`config.mk`:
```
export PLATFORM = sky130hd
export DESIGN_NAME = color_marker_detector_flat
export DESIGN_NICKNAME = d
export VERILOG_FILES = /design/src/rtl/color_marker_if.sv /design/src/rtl/color_marker_detector.sv /design/src/flat_wrapper.sv
export SDC_FILE = /design/constraint.sdc
export NUM_CORES = 1
export LEC_CHECK = 0
export CAP_MARGIN = 10
export CELL_PAD_IN_SITES_DETAIL_PLACEMENT = 0
export CELL_PAD_IN_SITES_GLOBAL_PLACEMENT = 1
export CORE_MARGIN = 3
export CORE_UTILIZATION = 42
export DETAILED_ROUTE_END_ITERATION = 16
export GPL_ROUTABILITY_DRIVEN = 0
export PLACE_DENSITY_LB_ADDON = 0.1
export SYNTH_ARGS = -nofsm -noshare
export SYNTH_HDL_FRONTEND = slang
export SYNTH_SLANG_ARGS = --single-unit
```
`constraint.sdc`:
```
create_clock -name clk -period 8.33 [get_ports clk]
set_clock_uncertainty 0.1 [all_clocks]
set_input_delay 2.0825 -clock clk [delete_from_list [all_inputs] [get_ports clk]]
set_output_delay 2.0825 -clock clk [all_outputs]
set_load 0.01 [all_outputs]
```
`src/rtl/color_marker_if.sv`:
```
// color_marker_if
//   Bundles the pixel input stream and the interesting-pixel output stream of
//   color_marker_detector.
//
//   Handshake: there is no ready. pix_data is consumed on every rising clk
//   edge where pix_valid is high, one pixel per clock, with no backpressure.
//   interesting_flag is a one-cycle pulse that qualifies color,
//   interesting_x and interesting_y. Those three hold their last flagged
//   values while the flag is low.
//
//   Signals:
//     frame_start      source -> detector  one-cycle start-of-frame pulse
//     pix_valid        source -> detector  pix_data valid this cycle
//     pix_data[23:0]   source -> detector  {R, G, B}
//     color[1:0]       detector -> sink    class of the flagged pixel
//     interesting_x    detector -> sink    x of the flagged pixel
//     interesting_y    detector -> sink    y of the flagged pixel
//     interesting_flag detector -> sink    one pulse per matching pixel
//     frame_flag       detector -> sink    high from end of frame to next start
//     dbg_state[1:0]   detector -> sink    FSM state (0 IDLE, 1 ACTIVE, 2 DRAIN, 3 BLANK)
//
//   Modports: master is the pixel source / result sink; slave is the detector.
interface color_marker_if;
  logic        frame_start;
  logic        pix_valid;
  logic [23:0] pix_data;
  logic [1:0]  color;
  logic [9:0]  interesting_x;
  logic [8:0]  interesting_y;
  logic        interesting_flag;
  logic        frame_flag;
  logic [1:0]  dbg_state;

  modport master (
    output frame_start, pix_valid, pix_data,
    input  color, interesting_x, interesting_y, interesting_flag, frame_flag,
           dbg_state
  );

  modport slave (
    input  frame_start, pix_valid, pix_data,
    output color, interesting_x, interesting_y, interesting_flag, frame_flag,
           dbg_state
  );
endinterface

```
`src/rtl/color_marker_detector.sv`:
```
// color_marker_detector
//   Scans an active-video RGB pixel stream, tracks pixel coordinates and emits
//   a one-cycle flag (with x, y and colour class) for every pixel that matches
//   one of four marker colours: 0 red, 1 green, 2 blue, 3 yellow. frame_flag is
//   held high from the end of a frame until the next frame_start, so the
//   downstream block can work during blanking.
//
//   Pipeline: stage 1 registers the pixel and its coordinates. Stage 2
//   classifies the pixel and registers the outputs. A pixel therefore appears
//   on the outputs exactly two cycles after its pix_valid.
//
//   Optional build macro COLOR_RUN_FILTER_EN: when it is defined, a pixel is
//   flagged only when it is the RUN_LEN-th or a later pixel of a run of
//   same-class pixels within one line.
//
//   Ports:
//     clk    system clock
//     reset  synchronous, active-high
//     bus    color_marker_if.slave (pixel stream in, flags out, dbg_state)
module color_marker_detector #(
  parameter int H_ACTIVE = 640,
  parameter int V_ACTIVE = 480,
  parameter int T_HI     = 160,
  parameter int T_LO     = 96
`ifdef COLOR_RUN_FILTER_EN
  , parameter int RUN_LEN = 3
`endif
) (
  input logic           clk,
  input logic           reset,
  color_marker_if.slave bus
);

  localparam logic [9:0] X_LAST = 10'(H_ACTIVE - 1);
  localparam logic [8:0] Y_LAST = 9'(V_ACTIVE - 1);
  localparam logic [7:0] HI     = 8'(T_HI);
  localparam logic [7:0] LO     = 8'(T_LO);

  typedef enum logic [1:0] {
    IDLE   = 2'd0,
    ACTIVE = 2'd1,
    DRAIN  = 2'd2,
    BLANK  = 2'd3
  } state_t;

  state_t     state, state_nxt;
  logic [9:0] x_cnt, x_nxt, cur_x;
  logic [8:0] y_cnt, y_nxt, cur_y;
  logic       drain_cnt, drain_nxt;
  logic       accept;

  // A frame_start coincident with pix_valid makes that pixel (0,0), and it
  // is accepted from any state.
  always_comb begin
    accept    = bus.pix_valid && (bus.frame_start || state == ACTIVE);
    cur_x     = bus.frame_start ? 10'd0 : x_cnt;
    cur_y     = bus.frame_start ? 9'd0  : y_cnt;
    state_nxt = state;
    x_nxt     = cur_x;
    y_nxt     = cur_y;
    drain_nxt = drain_cnt;
    if (accept) begin
      if (cur_x == X_LAST) begin
        x_nxt = 10'd0;
        y_nxt = (cur_y == Y_LAST) ? 9'd0 : cur_y + 9'd1;
      end else begin
        x_nxt = cur_x + 10'd1;
      end
    end
    case (state)
      IDLE:   if (bus.frame_start) state_nxt = ACTIVE;
      ACTIVE: if (!bus.frame_start && accept && cur_x == X_LAST && cur_y == Y_LAST) begin
                state_nxt = DRAIN;
                drain_nxt = 1'b0;
              end
      // Two drain cycles let the last pixel leave the pipeline before
      // frame_flag rises.
      DRAIN:  if (bus.frame_start) state_nxt = ACTIVE;
              else if (drain_cnt) state_nxt = BLANK;
              else drain_nxt = 1'b1;
      BLANK:  if (bus.frame_start) state_nxt = ACTIVE;
      default: state_nxt = IDLE;
    endcase
  end

  always_ff @(posedge clk) begin
    if (reset) begin
      state     <= IDLE;
      x_cnt     <= 10'd0;
      y_cnt     <= 9'd0;
      drain_cnt <= 1'b0;
    end else begin
      state     <= state_nxt;
      x_cnt     <= x_nxt;
      y_cnt     <= y_nxt;
      drain_cnt <= drain_nxt;
    end
  end

  // Stage 1: register the accepted pixel and its coordinates.
  logic        s1_valid;
  logic [23:0] s1_data;
  logic [9:0]  s1_x;
  logic [8:0]  s1_y;

  always_ff @(posedge clk) begin
    if (reset) begin
      s1_valid <= 1'b0;
      s1_data  <= 24'd0;
      s1_x     <= 10'd0;
      s1_y     <= 9'd0;
    end else begin
      s1_valid <= accept;
      if (accept) begin
        s1_data <= bus.pix_data;
        s1_x    <= cur_x;
        s1_y    <= cur_y;
      end
    end
  end

  // Stage 2: classify. The four classes are mutually exclusive by construction.
  logic [7:0] r, g, b;
  logic       match;
  logic [1:0] cls;
  logic       pass;

  always_comb begin
    r     = s1_data[23:16];
    g     = s1_data[15:8];
    b     = s1_data[7:0];
    match = 1'b1;
    cls   = 2'd0;
    if      (r >= HI && g <  LO && b <  LO) cls = 2'd0;
    else if (g >= HI && r <  LO && b <  LO) cls = 2'd1;
    else if (b >= HI && r <  LO && g <  LO) cls = 2'd2;
    else if (r >= HI && g >= HI && b <  LO) cls = 2'd3;
    else match = 1'b0;
  end

`ifdef COLOR_RUN_FILTER_EN
  localparam int            RW      = $clog2(RUN_LEN + 1);
  localparam logic [RW-1:0] RUN_MAX = RW'(RUN_LEN);

  logic [RW-1:0] run_cnt, run_nxt;
  logic [1:0]    run_cls;

  // The run count saturates at RUN_LEN. A gap in pix_valid leaves it untouched.
  always_comb begin
    run_nxt = run_cnt;
    if (s1_valid) begin
      if (!match)
        run_nxt = '0;
      else if (s1_x == 10'd0 || bus.frame_start || cls != run_cls)
        run_nxt = RW'(1);
      else if (run_cnt != RUN_MAX)
        run_nxt = run_cnt + RW'(1);
    end else if (bus.frame_start) begin
      run_nxt = '0;
    end
    pass = match && (run_nxt >= RUN_MAX);
  end

  always_ff @(posedge clk) begin
    if (reset) begin
      run_cnt <= '0;
      run_cls <= 2'd0;
    end else begin
      run_cnt <= run_nxt;
      if (s1_valid && match) run_cls <= cls;
    end
  end
`else
  always_comb pass = match;
`endif

  logic       flag_q;
  logic [1:0] color_q;
  logic [9:0] x_q;
  logic [8:0] y_q;

  always_ff @(posedge clk) begin
    if (reset) begin
      flag_q  <= 1'b0;
      color_q <= 2'd0;
      x_q     <= 10'd0;
      y_q     <= 9'd0;
    end else begin
      flag_q <= s1_valid && pass;
      if (s1_valid && pass) begin
        color_q <= cls;
        x_q     <= s1_x;
        y_q     <= s1_y;
      end
    end
  end

  assign bus.interesting_flag = flag_q;
  assign bus.color            = color_q;
  assign bus.interesting_x    = x_q;
  assign bus.interesting_y    = y_q;
  assign bus.frame_flag       = (state == BLANK);
  assign bus.dbg_state        = state;

endmodule

```
`src/flat_wrapper.sv`:
```
// flat-port wrapper written by rule: the top's interface ports become plain ports
module color_marker_detector_flat 
#(
  parameter int H_ACTIVE = 640,
  parameter int V_ACTIVE = 480,
  parameter int T_HI     = 160,
  parameter int T_LO     = 96

)
  (clk, reset, bus_frame_start, bus_pix_valid, bus_pix_data, bus_color, bus_interesting_x, bus_interesting_y, bus_interesting_flag, bus_frame_flag, bus_dbg_state);
  color_marker_if bus_i ();
  input logic clk;
  input logic reset;
  input wire logic [$bits(bus_i.frame_start)-1:0] bus_frame_start;
  input wire logic [$bits(bus_i.pix_valid)-1:0] bus_pix_valid;
  input wire logic [$bits(bus_i.pix_data)-1:0] bus_pix_data;
  output wire logic [$bits(bus_i.color)-1:0] bus_color;
  output wire logic [$bits(bus_i.interesting_x)-1:0] bus_interesting_x;
  output wire logic [$bits(bus_i.interesting_y)-1:0] bus_interesting_y;
  output wire logic [$bits(bus_i.interesting_flag)-1:0] bus_interesting_flag;
  output wire logic [$bits(bus_i.frame_flag)-1:0] bus_frame_flag;
  output wire logic [$bits(bus_i.dbg_state)-1:0] bus_dbg_state;
  assign bus_i.frame_start = bus_frame_start;
  assign bus_i.pix_valid = bus_pix_valid;
  assign bus_i.pix_data = bus_pix_data;
  assign bus_color = bus_i.color;
  assign bus_interesting_x = bus_i.interesting_x;
  assign bus_interesting_y = bus_i.interesting_y;
  assign bus_interesting_flag = bus_i.interesting_flag;
  assign bus_frame_flag = bus_i.frame_flag;
  assign bus_dbg_state = bus_i.dbg_state;
  color_marker_detector #(.H_ACTIVE(H_ACTIVE), .V_ACTIVE(V_ACTIVE), .T_HI(T_HI), .T_LO(T_LO)) u_core (.clk(clk), .reset(reset), .bus(bus_i));
endmodule
```
==> impl_metrics.env <==
export IMPL_status="complete, no violations"
export IMPL_peakVddDrop_mv=0.08412
export IMPL_ys_ff_latch=73
export IMPL_n_antenna_cell=0
export IMPL_vias=2721
export IMPL_grt_max_degree=46
export IMPL_synth_edff_count=0
export IMPL_die_h_um=94.18
export IMPL_worstHoldStart="u_core.s1_y[7]"
export IMPL_critPathLaunchType="primary input"
export IMPL_vias_per_cell=5.203
export IMPL_place_inst=507
export IMPL_synth_area_sq_mm=0.003266
export IMPL_hold_end="u_core.bus.interesting_y[7]"
export IMPL_period_needed_ns=4.951
export IMPL_end_kind="flop"
export IMPL_crit_arrival_ns=5.12
export IMPL_htreeDepth=3
export IMPL_drt_antenna_violating_nets=0
export IMPL_drt_wl_total_um=7242
export IMPL_rsz0062_at_grt="no"
export IMPL_total_power_uw=737.9
export IMPL_timing_rr_end="u_core.y_cnt[6]"
export IMPL_hold_depth=2
export IMPL_area_growth_pct=18.85
export IMPL_max_slew_margin_rel=0.2175
export IMPL_grt_pass1_vias=2528
export IMPL_antenna_found_initial=0
export IMPL_grt_pass1_wl_um=12330
export IMPL_reg2reg_depth=6
export IMPL_place_ws_ns=3.124
export IMPL_max_cap_violations=0
export IMPL_syn_avg_cell_area_sq_um=8.267
export IMPL_clock_sinks=73
export IMPL_r2r_start="u_core.x_cnt[0]"
export IMPL_die_w_um=94.18
export IMPL_cts_tree="done"
export IMPL_hold_path_class="reg -> reg"
export IMPL_rows=31
export IMPL_ctsResizeCount=0
export IMPL_fin_ws_ns=3.379
export IMPL_required_ns=8.50
export IMPL_initial_utilization=0.4408
export IMPL_clockRootBuffer="clkbuf_8"
export IMPL_die_area_sq_mm=0.008869
export IMPL_holdBufCountCts=0
export IMPL_drive_gt1_frac=0.07783
export IMPL_final_max_slew_viol_count=0
export IMPL_fin_cells=523
export IMPL_hold_viol=0
export IMPL_synth_fp_nets=429
export IMPL_post_cts_buffers=0
export IMPL_clockBufferDepth=2
export IMPL_ys_seq_area_frac=0.4475
export IMPL_p_per_area_mw_per_mm2=190.1
export IMPL_fin_crit_sh=0.5944
export IMPL_postSynthCellCount=395
export IMPL_setup_tns_ns=0
export IMPL_ys_types=55
export IMPL_pin_count=53
export IMPL_synthFlopType="dfxtp_1"
export IMPL_dp_hpwl_um=4887
export IMPL_track_usage=0.1765
export IMPL_worstSetupPathType="in -> reg"
export IMPL_critical_path_max_fanout=26
export IMPL_wl_per_cell_um=13.85
export IMPL_n_fill_cell=739
export IMPL_clk_pin_slew_ns=0.09
export IMPL_holdWs_ns=0.3524
export IMPL_setup_violations=0
export IMPL_r2r_slack_ns=5.42
export IMPL_power_leakage_uw=0.001413
export IMPL_drt_iter0_markers=218
export IMPL_nets=453
export IMPL_drt_pass1_iter_count=4
export IMPL_port_buffers=37
export IMPL_synthArstFlopShare=0
export IMPL_worstMarginPinSlew_ns=1.163
export IMPL_drc=0
export IMPL_timing_fmax_mhz=202.0
export IMPL_grt_remaining_overflow=0
export IMPL_yosysWarnings=0
export IMPL_worstSkewPairLatency_ns=0.34
export IMPL_core_sq_mm=0.007408
export IMPL_cts_buffers=9
## layer usage
layer	vias to the layer above	wire (um)	GRT usage
met5	-	0	0
met4	0	85	0.05415
met3	7	323	0.03365
met2	52	3370	0.2902
met1	1264	3463	0.2335
li1	1398	-	-
## critical path: stages
cell and delay, ns:
clkdlybuf4s50_1 0.39, buf_4 0.22, nor2b_1 0.38, ha_1 0.27
nand4_1 0.29, nor4_1 1.06, a32oi_1 0.22, nor3_1 0.21
## worst max path at each step
stage,start,endpoint,cells past startpoint
floorplan,bus_frame_start,u_core.bus.dbg_state[0],8
global placement,bus_frame_start,u_core.bus.dbg_state[0],8
detailed placement,bus_frame_start,u_core.bus.dbg_state[0],8
CTS,bus_frame_start,u_core.bus.dbg_state[0],8
global route,bus_frame_start,u_core.y_cnt[6],8
finish,bus_frame_start,u_core.y_cnt[6],8
## report_power, final
group	internal (uW)	total, uW	switching [uW]
sequential	358	367	8.46
combinational	34.1	89.2	55.1
clock	141	282	141
## synthesized netlist by cell type (3+ instances only)
library cell   n  area share
nand2b_1       4      0.0077
nand3_1       14       0.021
a32oi_1        3      0.0080
clkbuf_1      23       0.026
nor3_1         6      0.0092
inv_1          9       0.010
nor4_1         5      0.0096
o21ai_0        6      0.0092
xnor2_1        5       0.013
buf_1          3      0.0034
nor2b_1       11       0.021
a21oi_1       37       0.057
ha_1           6       0.023
nor2_1        26       0.030
mux2i_1       21       0.064
nand2_1       88        0.10
o21a_1         3      0.0069
dfxtp_1       73        0.45
nand4_1        4      0.0077
or3_1          4      0.0077
## kinds of logic (layout without fill, tap and decap cells)
| logic type | after synthesis | count (layout) | share of synthesized area |
|---|---|---|---|
| XOR/XNOR | 7 | 7 | 0.01877 |
| multiplexers | 22 | 22 | 0.06782 |
| flip-flops | 73 | 73 | 0.4475 |
| buffers and inverters | 39 | 68 | 0.04980 |
| AO/OA/AOI/OAI | 72 | 72 | 0.1395 |
| adder cells (fa/ha/maj) | 6 | 6 | 0.02299 |
| AND/OR/NAND/NOR | 176 | 176 | 0.2536 |
## cell type report
| type | instances | area, sq um | share of cell area |
|---|---|---|---|
| multi-input combinational | 283 | 1649 | 0.4249 |
| sequential | 73 | 1461 | 0.3765 |
| timing repair buffer | 42 | 407.9 | 0.1051 |
| clock buffer | 9 | 123.9 | 0.03191 |
| tap | 99 | 123.9 | 0.03191 |
| clock inverter | 7 | 77.57 | 0.01999 |
| inverter | 10 | 37.54 | 0.009671 |
## registers in the layout, summed over array words and instances, names as in the netlist, 2 cells and up
name,count
u_core.s1_data,9
u_core.x_cnt,10
u_core.s1_x,10
u_core.s1_y,9
u_core.bus.interesting_y,9
u_core.bus.interesting_x,10
u_core.bus.dbg_state,2
u_core.y_cnt,9
u_core.bus.color,2
## per-stage QoR
step | area (sq um) | utilization
after global placement | 3680 | 0.4967
after CTS | 3881 | 0.5239
after detailed placement | 3680 | 0.4967
final | 3881 | 0.5239
after global routing | 3881 | 0.5239
after floorplan | 3266 | -
## cells in the final DEF (no fill, tap or decap), types with 3 or more instances in the layout
master | netlist | final
clkbuf_8 | 0 | 9
xnor2_1 | 5 | 5
dfxtp_1 | 73 | 73
a32oi_1 | 3 | 3
o21ai_0 | 6 | 6
nor4_1 | 5 | 5
ha_1 | 6 | 6
o21a_1 | 3 | 3
nand3_1 | 14 | 14
clkdlybuf4s50_1 | 0 | 37
buf_4 | 0 | 5
nand4_1 | 4 | 4
or3_1 | 4 | 4
nor3_1 | 6 | 6
mux2i_1 | 21 | 21
inv_1 | 9 | 9
nor2b_1 | 11 | 11
nand2_1 | 88 | 88
a21oi_1 | 37 | 36
nor2_1 | 26 | 26
nand2b_1 | 4 | 4
Note: power is estimated with default switching activity, not from simulation.
==> variant (config.mk and constraints unchanged) <==
Put a register stage on the output `bus.frame_flag`. The value now appears one clock later.
--- a/src/rtl/color_marker_detector.sv
+++ b/src/rtl/color_marker_detector.sv
@@ -201,3 +201,5 @@
   assign bus.interesting_y    = y_q;
-  assign bus.frame_flag       = (state == BLANK);
+  always_ff @(posedge clk) begin
+    bus.frame_flag <= (state == BLANK);
+  end
   assign bus.dbg_state        = state;
Check against the original RTL: same outputs for any inputs over 10 cycles, from zero or initial values and one cycle with reset high; that may be too few to reach the edited logic, so the function may still have changed.
==> variant against the original RTL <==
- cell area rose by 1.2%
- worst setup slack got worse by 0.071 ns
- power rose by 10%
- clock power rose by 19%
- worst hold slack got worse by 0.0036 ns
- core utilization rose by 0.64 points
- global-route usage fell by 0.82 points
- wire length fell by 4.5%
- critical path depth fell by 1
- synthesized area rose by 0.46%
- sequential cell count rose by 1
- sequential share of layout area rose by 0.054 points
- critical endpoint is now u_core.bus.dbg_state[0]$_SDFFE_PP0P_
==> variant: results (changes against the original RTL) <==
| Metric | Value |
|---|---|
| Iteration-0 DRC Markers | `114 (was 218)` |
| Synth Net Count | `426 (was 429)` |
| DRT Wirelength | `6920 microns (was 7240 microns)` |
| GRT Util Overall | `0.168 (was 0.176)` |
| CTS Buf Count | `9 (unchanged)` |
| Netlist cell types | `55 (unchanged)` |
| Yosys warns | `0 (unchanged)` |
| Htree depth | `3 (unchanged)` |
| Fin. Hold Viols | `0 (unchanged)` |
| Post-CTS Setup Bufs | `0 (unchanged)` |
| Fraction of registers with async set/reset | `0 (unchanged)` |
| First-pass GRT wire length | `11,800 microns (was 12,300 microns)` |
| Vias in the first global route | `2,430 (was 2,528)` |
| Dominant cells by area after synthesis | `dfxtp_1, nand2_1, mux2i_1, a21oi_1, ha_1 (was dfxtp_1, nand2_1, mux2i_1, a21oi_1, nor2_1)` |
| Worst Hold Class | `register to register (unchanged)` |
| Peak supply drop | `0.0000813 V (was 0.0000841 V)` |
| CTS clock-pin slew for the worst setup and hold paths | `approximately 0.080 ns` |
| Post-synthesis sequential area ratio | `0.452 (was 0.448)` |
| Max-Slew Margin vs Limit | `0.347 (was 0.218)` |
| Initial antenna violation count | `0 (unchanged)` |
| Fillcell total | `742 (was 739)` |
| Largest net degree at the start of global routing | `47 (was 46)` |
| Later-pin clock latency in the skew report | `0.34 ns (about the same)` |
| Worst Hold Depth | `2 (unchanged)` |
| Reg2reg path depth | `6 (unchanged)` |
| Area after DPL | `3690 sq um (was 3680 sq um)` |
| Slowest cell delay on critical path | `0.84 ns (was 1.06 ns)` |
| DP Wirelength | `4600 microns (was 4890 microns)` |
| Clk buf depth | `2 (unchanged)` |
| Placed cell count | `504 (was 507)` |
| # diodes | `0 (unchanged)` |
| Crit-path slowest cell | `clkdlybuf4s50_1 (was nor4_1)` |
| LEAKAGE | `1.44 nW (was 1.41 nW)` |
| Dpl ws | `2.97 ns (was 3.12 ns)` |
| Max FO, Critical Path | `23 (was 26)` |
| CTS resizes | `0 (unchanged)` |
| Vias/cell | `5.20 (about the same)` |
| Syn avg cell area | `8.37 sq um (was 8.27 sq um)` |
| IO buf count | `37 (unchanged)` |
| Status | `complete, no violations (unchanged)` |
| Sw Ratio | `0.254 (was 0.277)` |
| Detailed-route via count | `2,698 (was 2,721)` |
| Post-synth top cells | `nand2_1, dfxtp_1, a21oi_1 (unchanged)` |
| Nets | `450 (was 453)` |
| Clk root buf | `clkbuf_8 (unchanged)` |
| First-pass detailed-route iteration total | `4 (unchanged)` |
| Crit path DAT | `5.16 ns (was 5.12 ns)` |
| Layout cell share with drive strength beyond 1 | `0.0714 (was 0.0778)` |
[variant: cell types whose count changed after synthesis, sizes merged, moves of 3 or more]
cell	delta
buf	+4
and3	+3
nor4	-3
a32oi	-3
clkbuf	-5
nand2	+6
nor2	-7
nand3	-3
[variant: cell type report]
cell class	count	area, sq um	area share
sequential	74	1480	0.377
timing repair buffer	41	400	0.102
tap	99	124	0.0315
clock inverter	6	115	0.0293
inverter	8	30.0	0.00764
clock buffer	9	124	0.0315
multi-input combinational	282	1650	0.421
[variant: power by group through the flow]
| stage | Clock (mW) | Combinational, mW | Sequential (mW) |
|---|---|---|---|
| floorplan | 0 | 0.0748 | 0.384 |
| global placement | 0 | 0.105 | 0.383 |
| detailed placement | 0 | 0.105 | 0.384 |
| CTS | 0.341 | 0.106 | 0.375 |
| global route | 0.358 | 0.118 | 0.377 |
| finish | 0.335 | 0.105 | 0.375 |
[variant: kinds of logic (layout without fill, tap and decap cells)]
family / Yosys count / count (layout) / share of synthesized area
xor+xnor: 7 / 7 / 0.0187
fa+ha+maj: 6 / 6 / 0.0229
compound gates: 73 / 73 / 0.137
flops: 74 / 74 / 0.452
buf+inv: 36 / 64 / 0.0465
simple gates: 174 / 174 / 0.256
mux: 22 / 22 / 0.0675
[variant: layer usage]
metal,part of all wire,track usage,vias up,routed length [microns]
met5,0,0,-,0
met4,0.013,0.0578,0,90
met3,0.045,0.0335,10,312
met2,0.40,0.239,64,2770
met1,0.54,0.252,1239,3750
li1,-,-,1385,-
[variant: path summary, 6_finish.rpt]
kind	startpoint	to	slack [ns]
hold reg to reg	u_core.s1_x[5]$_SDFFE_PP0N_	u_core.bus.interesting_x[5]$_SDFFE_PP0P_	0.35
setup reg to reg	u_core.x_cnt[0]$_SDFF_PP0_	u_core.bus.dbg_state[0]$_SDFFE_PP0P_	5.76
hold / removal	u_core.s1_x[5]$_SDFFE_PP0N_	u_core.bus.interesting_x[5]$_SDFFE_PP0P_	0.35
setup / recovery	bus_frame_start	u_core.bus.dbg_state[0]$_SDFFE_PP0P_	3.31
[variant: critical path: cells and delay by family]
kind            cells  cell delay, ns
fa+ha+maj           1            0.30
compound gates      1            0.32
buf+inv             1            0.84
simple gates        3            1.24
mux                 1            0.36
[variant: per-stage QoR]
| step | util | hold WS, ns |
|---|---|---|
| final | 0.530 | 0.349 |
| after global routing | 0.530 | 0.374 |
| after CTS | 0.530 | 0.356 |
| after detailed placement | 0.498 | 0.345 |
| after global placement | 0.498 | 0.343 |
| after floorplan | - | 0.332 |
